`config.mk`:
```
export PLATFORM = sky130hd
export DESIGN_NAME = spi_master_p
export DESIGN_NICKNAME = d
export VERILOG_FILES = /design/src/rtl/spi_pkg.sv /design/src/rtl/spi_clkgen.sv /design/src/rtl/spi_master_p.sv
export SDC_FILE = /design/constraint.sdc
export NUM_CORES = 1
export LEC_CHECK = 0
export CORE_AREA = 5 5 69 55
export CTS_BUF_LIST = sky130_fd_sc_hd__clkbuf_8
export DETAILED_ROUTE_END_ITERATION = 6
export DIE_AREA = 0 0 74 60
export PLACE_DENSITY = 0.92
export SLEW_MARGIN = 20
export SYNTH_ARGS = -nofsm -noshare
export SYNTH_HDL_FRONTEND = slang
export SYNTH_SLANG_ARGS = --single-unit
```
`constraint.sdc`:
```
create_clock -name clka -period 3.2 [get_ports clka]
set_input_delay 0.96 -clock clka [delete_from_list [all_inputs] [get_ports clka]]
set_output_delay 0.96 -clock clka [all_outputs]
set_load 0.02 [all_outputs]
```
`src/rtl/spi_pkg.sv`:
```
// Shared definitions for the SPI master: FSM state encoding, mode constants
// and a counter-width helper.
package spi_pkg;

    typedef enum logic [2:0] {
        ST_IDLE  = 3'd0,
        ST_SETUP = 3'd1,
        ST_SHIFT = 3'd2,
        ST_HOLD  = 3'd3,
        ST_GAP   = 3'd4
    } spi_state_e;

    localparam logic CPHA_LEAD = 1'b0;
    localparam logic CPHA_TRAIL = 1'b1;
    localparam logic ORDER_MSB = 1'b0;
    localparam logic ORDER_LSB = 1'b1;

    // Bits needed for a counter that takes n distinct values (0..n-1).
    function automatic int unsigned cnt_w(input int unsigned n);
        return (n > 32'd1) ? 32'($clog2(n)) : 32'd1;
    endfunction

endpackage

```
`src/rtl/spi_clkgen.sv`:
```
// SCLK timing: a half-period counter plus an edge counter that flags
// leading/trailing SCLK edges while the master is shifting.
module spi_clkgen
    import spi_pkg::*;
#(
    parameter int unsigned CLK_DIV = 4,
    parameter int unsigned N_EDGES = 16
) (
    input  logic clka,
    input  logic reset,
    input  logic run,
    input  logic shift,
    output logic tick_c,
    output logic lead_c,
    output logic trail_c,
    output logic first_c,
    output logic last_c
);

    localparam int unsigned DIV_W  = cnt_w(CLK_DIV);
    localparam int unsigned EDGE_W = cnt_w(N_EDGES);

    logic [DIV_W-1:0]  div_q, div_d;
    logic [EDGE_W-1:0] edge_q, edge_d;

    // tick marks the last clka cycle of each half-period.
    always_comb begin
        tick_c  = (div_q == DIV_W'(CLK_DIV - 1));
        first_c = (edge_q == '0);
        last_c  = (edge_q == EDGE_W'(N_EDGES - 1));
        lead_c  = shift && tick_c && !edge_q[0];
        trail_c = shift && tick_c && edge_q[0];

        div_d  = div_q;
        edge_d = edge_q;
        if (!run || tick_c) begin
            div_d = '0;
        end else begin
            div_d = div_q + DIV_W'(1);
        end
        if (!shift) begin
            edge_d = '0;
        end else if (tick_c && !last_c) begin
            edge_d = edge_q + EDGE_W'(1);
        end
    end

    always_ff @(posedge clka) begin
        if (reset) begin
            div_q  <= '0;
            edge_q <= '0;
        end else begin
            div_q  <= div_d;
            edge_q <= edge_d;
        end
    end

endmodule

```
`src/rtl/spi_master_p.sv`:
```
// Single-frame SPI master with configurable frame length, clock divider,
// SPI mode and bit order; all outputs come straight from flops.
module spi_master_p
    import spi_pkg::*;
#(
    parameter int unsigned DATA_W    = 8,
    parameter int unsigned CLK_DIV   = 4,
    parameter bit          CPOL      = 1'b0,
    parameter bit          CPHA      = 1'b0,
    parameter bit          LSB_FIRST = 1'b1
) (
    input  logic              clka,
    input  logic              reset,
    input  logic              tx_valid,
    input  logic [DATA_W-1:0] tx_data,
    output logic              tx_ready,
    output logic              rx_valid,
    output logic [DATA_W-1:0] rx_data,
    output logic              sclk,
    output logic              mosi,
    input  logic              miso,
    output logic              cs_n,
    output logic              busy
);

    spi_state_e        state_q, state_d;
    logic [DATA_W-1:0] tx_sh_q, tx_sh_d;
    logic [DATA_W-1:0] rx_sh_q, rx_sh_d;
    logic [DATA_W-1:0] rx_data_q, rx_data_d;
    logic              rx_valid_q, rx_valid_d;
    logic              sclk_q, sclk_d;
    logic              mosi_q, mosi_d;
    logic              cs_n_q, cs_n_d;
    logic              tx_ready_q;
    logic              busy_q;
    logic              sample, advance;

    logic tick_c, lead_c, trail_c, first_c, last_c;

    spi_clkgen #(
        .CLK_DIV (CLK_DIV),
        .N_EDGES (2 * DATA_W)
    ) u_clkgen (
        .clka    (clka),
        .reset   (reset),
        .run     (state_q != ST_IDLE),
        .shift   (state_q == ST_SHIFT),
        .tick_c  (tick_c),
        .lead_c  (lead_c),
        .trail_c (trail_c),
        .first_c (first_c),
        .last_c  (last_c)
    );

    function automatic logic head_bit(input logic [DATA_W-1:0] v);
        return (LSB_FIRST == ORDER_LSB) ? v[0] : v[DATA_W-1];
    endfunction

    function automatic logic [DATA_W-1:0] tx_adv(input logic [DATA_W-1:0] v);
        return (LSB_FIRST == ORDER_LSB) ? {1'b0, v[DATA_W-1:1]} : {v[DATA_W-2:0], 1'b0};
    endfunction

    // Received bits enter from the far end so the first bit lands where it was sent from.
    function automatic logic [DATA_W-1:0] rx_ins(input logic [DATA_W-1:0] v, input logic b);
        return (LSB_FIRST == ORDER_LSB) ? {b, v[DATA_W-1:1]} : {v[DATA_W-2:0], b};
    endfunction

    always_comb begin
        state_d    = state_q;
        tx_sh_d    = tx_sh_q;
        rx_sh_d    = rx_sh_q;
        rx_data_d  = rx_data_q;
        rx_valid_d = 1'b0;
        sclk_d     = CPOL;
        mosi_d     = 1'b0;
        cs_n_d     = 1'b1;
        sample     = 1'b0;
        advance    = 1'b0;

        case (state_q)
            ST_IDLE: begin
                if (tx_valid) begin
                    state_d = ST_SETUP;
                    tx_sh_d = tx_data;
                    rx_sh_d = '0;
                    mosi_d  = head_bit(tx_data);
                    cs_n_d  = 1'b0;
                end
            end
            ST_SETUP: begin
                cs_n_d = 1'b0;
                mosi_d = mosi_q;
                if (tick_c) begin
                    state_d = ST_SHIFT;
                end
            end
            ST_SHIFT: begin
                cs_n_d = 1'b0;
                mosi_d = mosi_q;
                sclk_d = (lead_c || trail_c) ? ~sclk_q : sclk_q;
                if (CPHA == CPHA_LEAD) begin
                    sample  = lead_c;
                    advance = trail_c && !last_c;
                end else begin
                    sample  = trail_c;
                    advance = lead_c && !first_c;
                end
                if (trail_c && last_c) begin
                    state_d = ST_HOLD;
                end
            end
            ST_HOLD: begin
                cs_n_d = 1'b0;
                mosi_d = mosi_q;
                if (tick_c) begin
                    state_d    = ST_GAP;
                    rx_data_d  = rx_sh_q;
                    rx_valid_d = 1'b1;
                    cs_n_d     = 1'b1;
                    mosi_d     = 1'b0;
                end
            end
            ST_GAP: begin
                if (tick_c) begin
                    state_d = ST_IDLE;
                end
            end
            default: begin
                state_d = ST_IDLE;
            end
        endcase

        if (sample) begin
            rx_sh_d = rx_ins(rx_sh_q, miso);
        end
        if (advance) begin
            tx_sh_d = tx_adv(tx_sh_q);
            mosi_d  = head_bit(tx_adv(tx_sh_q));
        end
    end

    always_ff @(posedge clka) begin
        if (reset) begin
            state_q    <= ST_IDLE;
            tx_sh_q    <= '0;
            rx_sh_q    <= '0;
            rx_data_q  <= '0;
            rx_valid_q <= 1'b0;
            sclk_q     <= CPOL;
            mosi_q     <= 1'b0;
            cs_n_q     <= 1'b1;
            tx_ready_q <= 1'b1;
            busy_q     <= 1'b0;
        end else begin
            state_q    <= state_d;
            tx_sh_q    <= tx_sh_d;
            rx_sh_q    <= rx_sh_d;
            rx_data_q  <= rx_data_d;
            rx_valid_q <= rx_valid_d;
            sclk_q     <= sclk_d;
            mosi_q     <= mosi_d;
            cs_n_q     <= cs_n_d;
            tx_ready_q <= (state_d == ST_IDLE);
            busy_q     <= (state_d != ST_IDLE);
        end
    end

    assign tx_ready = tx_ready_q;
    assign rx_valid = rx_valid_q;
    assign rx_data  = rx_data_q;
    assign sclk     = sclk_q;
    assign mosi     = mosi_q;
    assign cs_n     = cs_n_q;
    assign busy     = busy_q;

endmodule

```
==> flow_summary.toml <==
[outcome]
outcome = "complete, no violations"

[synthesis]
synth.cells.most_frequent = "dfxtp_1, nand2_1, a21oi_1"
synth_top_area_cell = "dfxtp_1"
synthCells = 188
yosys-top-cells-area = "dfxtp_1, nand2_1, a21oi_1"
synth-xor-area-share = 0.0102
synth-compound-area-share = 0.201
syn_area_um2 = 1710
synthArstFlopShare = 0
ys_warn_count = 0
yosysSeqAreaShare = 0.444
synth_top_family_by_area = "simple AND/OR/NAND/NOR gates"
ys_types = 42
synth_top_area_share = 0.444
synth_ff_type = "dfxtp_1"
yosysMostFrequentCell = "dfxtp_1"
synth.mux.area_fraction = 0.0117
synthAdderAreaFrac = 0.0146
synth-edff-count = 0
avgSynthCellArea_um2 = 9.12
synth-simple-area-share = 0.255
synth_seq_cells = 38
syn_nets = 202

[critical_path]
end_kind = "flop"
crit_type = "in2reg"
cp.arrival_ns = 2.57
critPathRequiredTime_ns = 3.39
cp_max_fo = 14
cp_slowest_cell = "or4b_1"
start_kind = "input pin"
slowest_delay_ns = 0.75
path_cells = "clkdlybuf4s50_1 > or4b_1 > o211ai_1 > a21oi_1"

[sta]
max-slew-margin-rel = 0.595
setup_tns_ns = 0
worst_slew_pin_slew_ns = 0.607
skew_ns = 0.00519
setup_ws_ns = 0.823
finalSetupViolations = 0
slew_violations = 0
hold_violations = 0
holdWs_ns = 0.437
finalCriticalPeriod_ns = 2.38
fmax_mhz = 421
period_share = 0.743
rsz0062_at_grt = "no"

[clock_network]
insertion_delay_ns = 0.30
cts_tree = "built"
cts_buffer_depth = 2
cts_root_buf = "clkbuf_8"
ctsResizeCount = 0
post_cts_buffers = 0
htree_levels = 2
cts_made_buffers = 5
cts.sinks = 38
clk_pin_slew_ns = 0.08
cts_hold_buf = 0

[pwr]
p_per_area_nw_per_um2 = 464
peakVddDrop_uv = 280
p_leak_nw = 0.682

[grt]
grt_max_degree = 29
grt_pass1_vias = 1265
overflow = 0
grt_pass1_wl_mm = 5.87
antenna_found_initial = 0
track_usage = 0.176

[min_path]
hold_class = "reg2reg"

[floorplanning]
dieWidth_um = 74
start_util = 0.548
dieArea_um2 = 4440
ios = 26
fp.coreArea_um2 = 3130
fp.dieH_um = 60
rows = 18

[route]
wl_mm = 3.45
dr_total_vias = 1405
vias_per_cell = 5.64
drt_drc_violations_left = 0
ant_nets = 0
dr.first_iter.drc_count = 107
drt_first_pass_iters = 4
post_drt_wl_per_cell_um = 13.8

[final_layout]
post-route-util = 0.661
diodes = 0
layout-drive-gt1-share = 0.0957
area_delta_synth_final_pct = 20.8
seqCellArea_um2 = 761
multiInputGateArea_um2 = 843
n_fill_cell = 262
nNetsFinal = 222

[run]
maxCapViolCount = 0

[place]
place_ws_ns = 0.503
portBuffers = 25
hpwlAfterDp_mm = 2.36
place_congestion = 0.801
area by class of cell:
| class | count | area share |
|---|---|---|
| clock inverter | 3 | 0.0218 |
| multi-input combinational | 127 | 0.407 |
| inverter | 8 | 0.0145 |
| tap | 40 | 0.0242 |
| clock buffer | 5 | 0.0332 |
| timing repair buffer | 28 | 0.132 |
| sequential | 38 | 0.367 |
worst max-delay path, delay by kind of cell:
kind | cells | cell delay, ns
AOI/OAI and AO/OA | 2 | 0.32
and+or+nand+nor | 1 | 0.75
buffers and inverters | 1 | 0.54
per-stage QoR:
| step | area [um^2] | power [mW] | std cells |
|---|---|---|---|
| after global placement | 1960 | 0.564 | 241 |
| after global routing | 2070 | 1.00 | 249 |
| after CTS | 2070 | 0.967 | 249 |
| after floorplan | 1710 | 0.539 | 188 |
| after detailed placement | 1960 | 0.565 | 241 |
| final | 2070 | 0.960 | 249 |
kinds of logic (layout without fill, tap and decap cells):
logic type / Yosys count / in the layout
AO/OA/AOI/OAI: 48 / 48
XOR/XNOR: 2 / 2
flip-flops: 38 / 38
AND/OR/NAND/NOR: 73 / 73
buffers and inverters: 23 / 44
adder cells (fa/ha/maj): 2 / 2
multiplexers: 2 / 2
sequential cells by signal, summed over array words and instances, names as in the netlist:
register,cells
tx_ready,1
u_clkgen.div_q,2
state_q,3
busy,1
rx_sh_q,8
mosi,1
tx_sh_q,7
cs_n,1
rx_data,8
u_clkgen.edge_q,4
rx_valid,1
sclk,1
cell usage in the layout (no fill, tap or decap), types with 2 or more instances in the layout:
master	count
ha_1	2
o211ai_1	2
nand2b_1	2
clkbuf_8	5
nor3_1	4
nor2b_1	2
a21oi_1	20
a311oi_1	3
inv_1	8
a41o_1	4
o211ai_2	6
dfxtp_1	38
nor2_1	5
a211oi_1	2
clkinvlp_4	2
nand3_1	2
mux2i_1	2
or4b_1	2
a31oi_1	4
nand3b_1	9
nand4_1	2
nand2_1	31
o21ai_0	4
clkdlybuf4s50_1	25
buf_4	3
nor4b_1	3
path summary, 6_finish.rpt:
check	from	end	slack, ns	depth (start not counted)
max	tx_valid	rx_sh_q[3]	0.82	4
min reg2reg	u_clkgen.div_q[0]	u_clkgen.div_q[0]	0.44	1
max reg2reg	u_clkgen.div_q[0]	tx_sh_q[3]	1.05	4
min	u_clkgen.div_q[0]	u_clkgen.div_q[0]	0.44	1
routing by layer:
| metal | GRT usage | vias up | share of wire |
|---|---|---|---|
| met5 | 0 | - | 0 |
| met4 | 0.0801 | 0 | 0.019 |
| met3 | 0.0655 | 9 | 0.066 |
| met2 | 0.258 | 38 | 0.44 |
| met1 | 0.229 | 640 | 0.47 |
| li1 | - | 718 | - |
report_power, final:
part | internal (mW) | switching (mW)
registers | 0.483 | 0.00784
logic | 0.0340 | 0.0296
clock network | 0.232 | 0.174
total | 0.749 | 0.211
No activity file was read; power rests on OpenSTA's default activity.
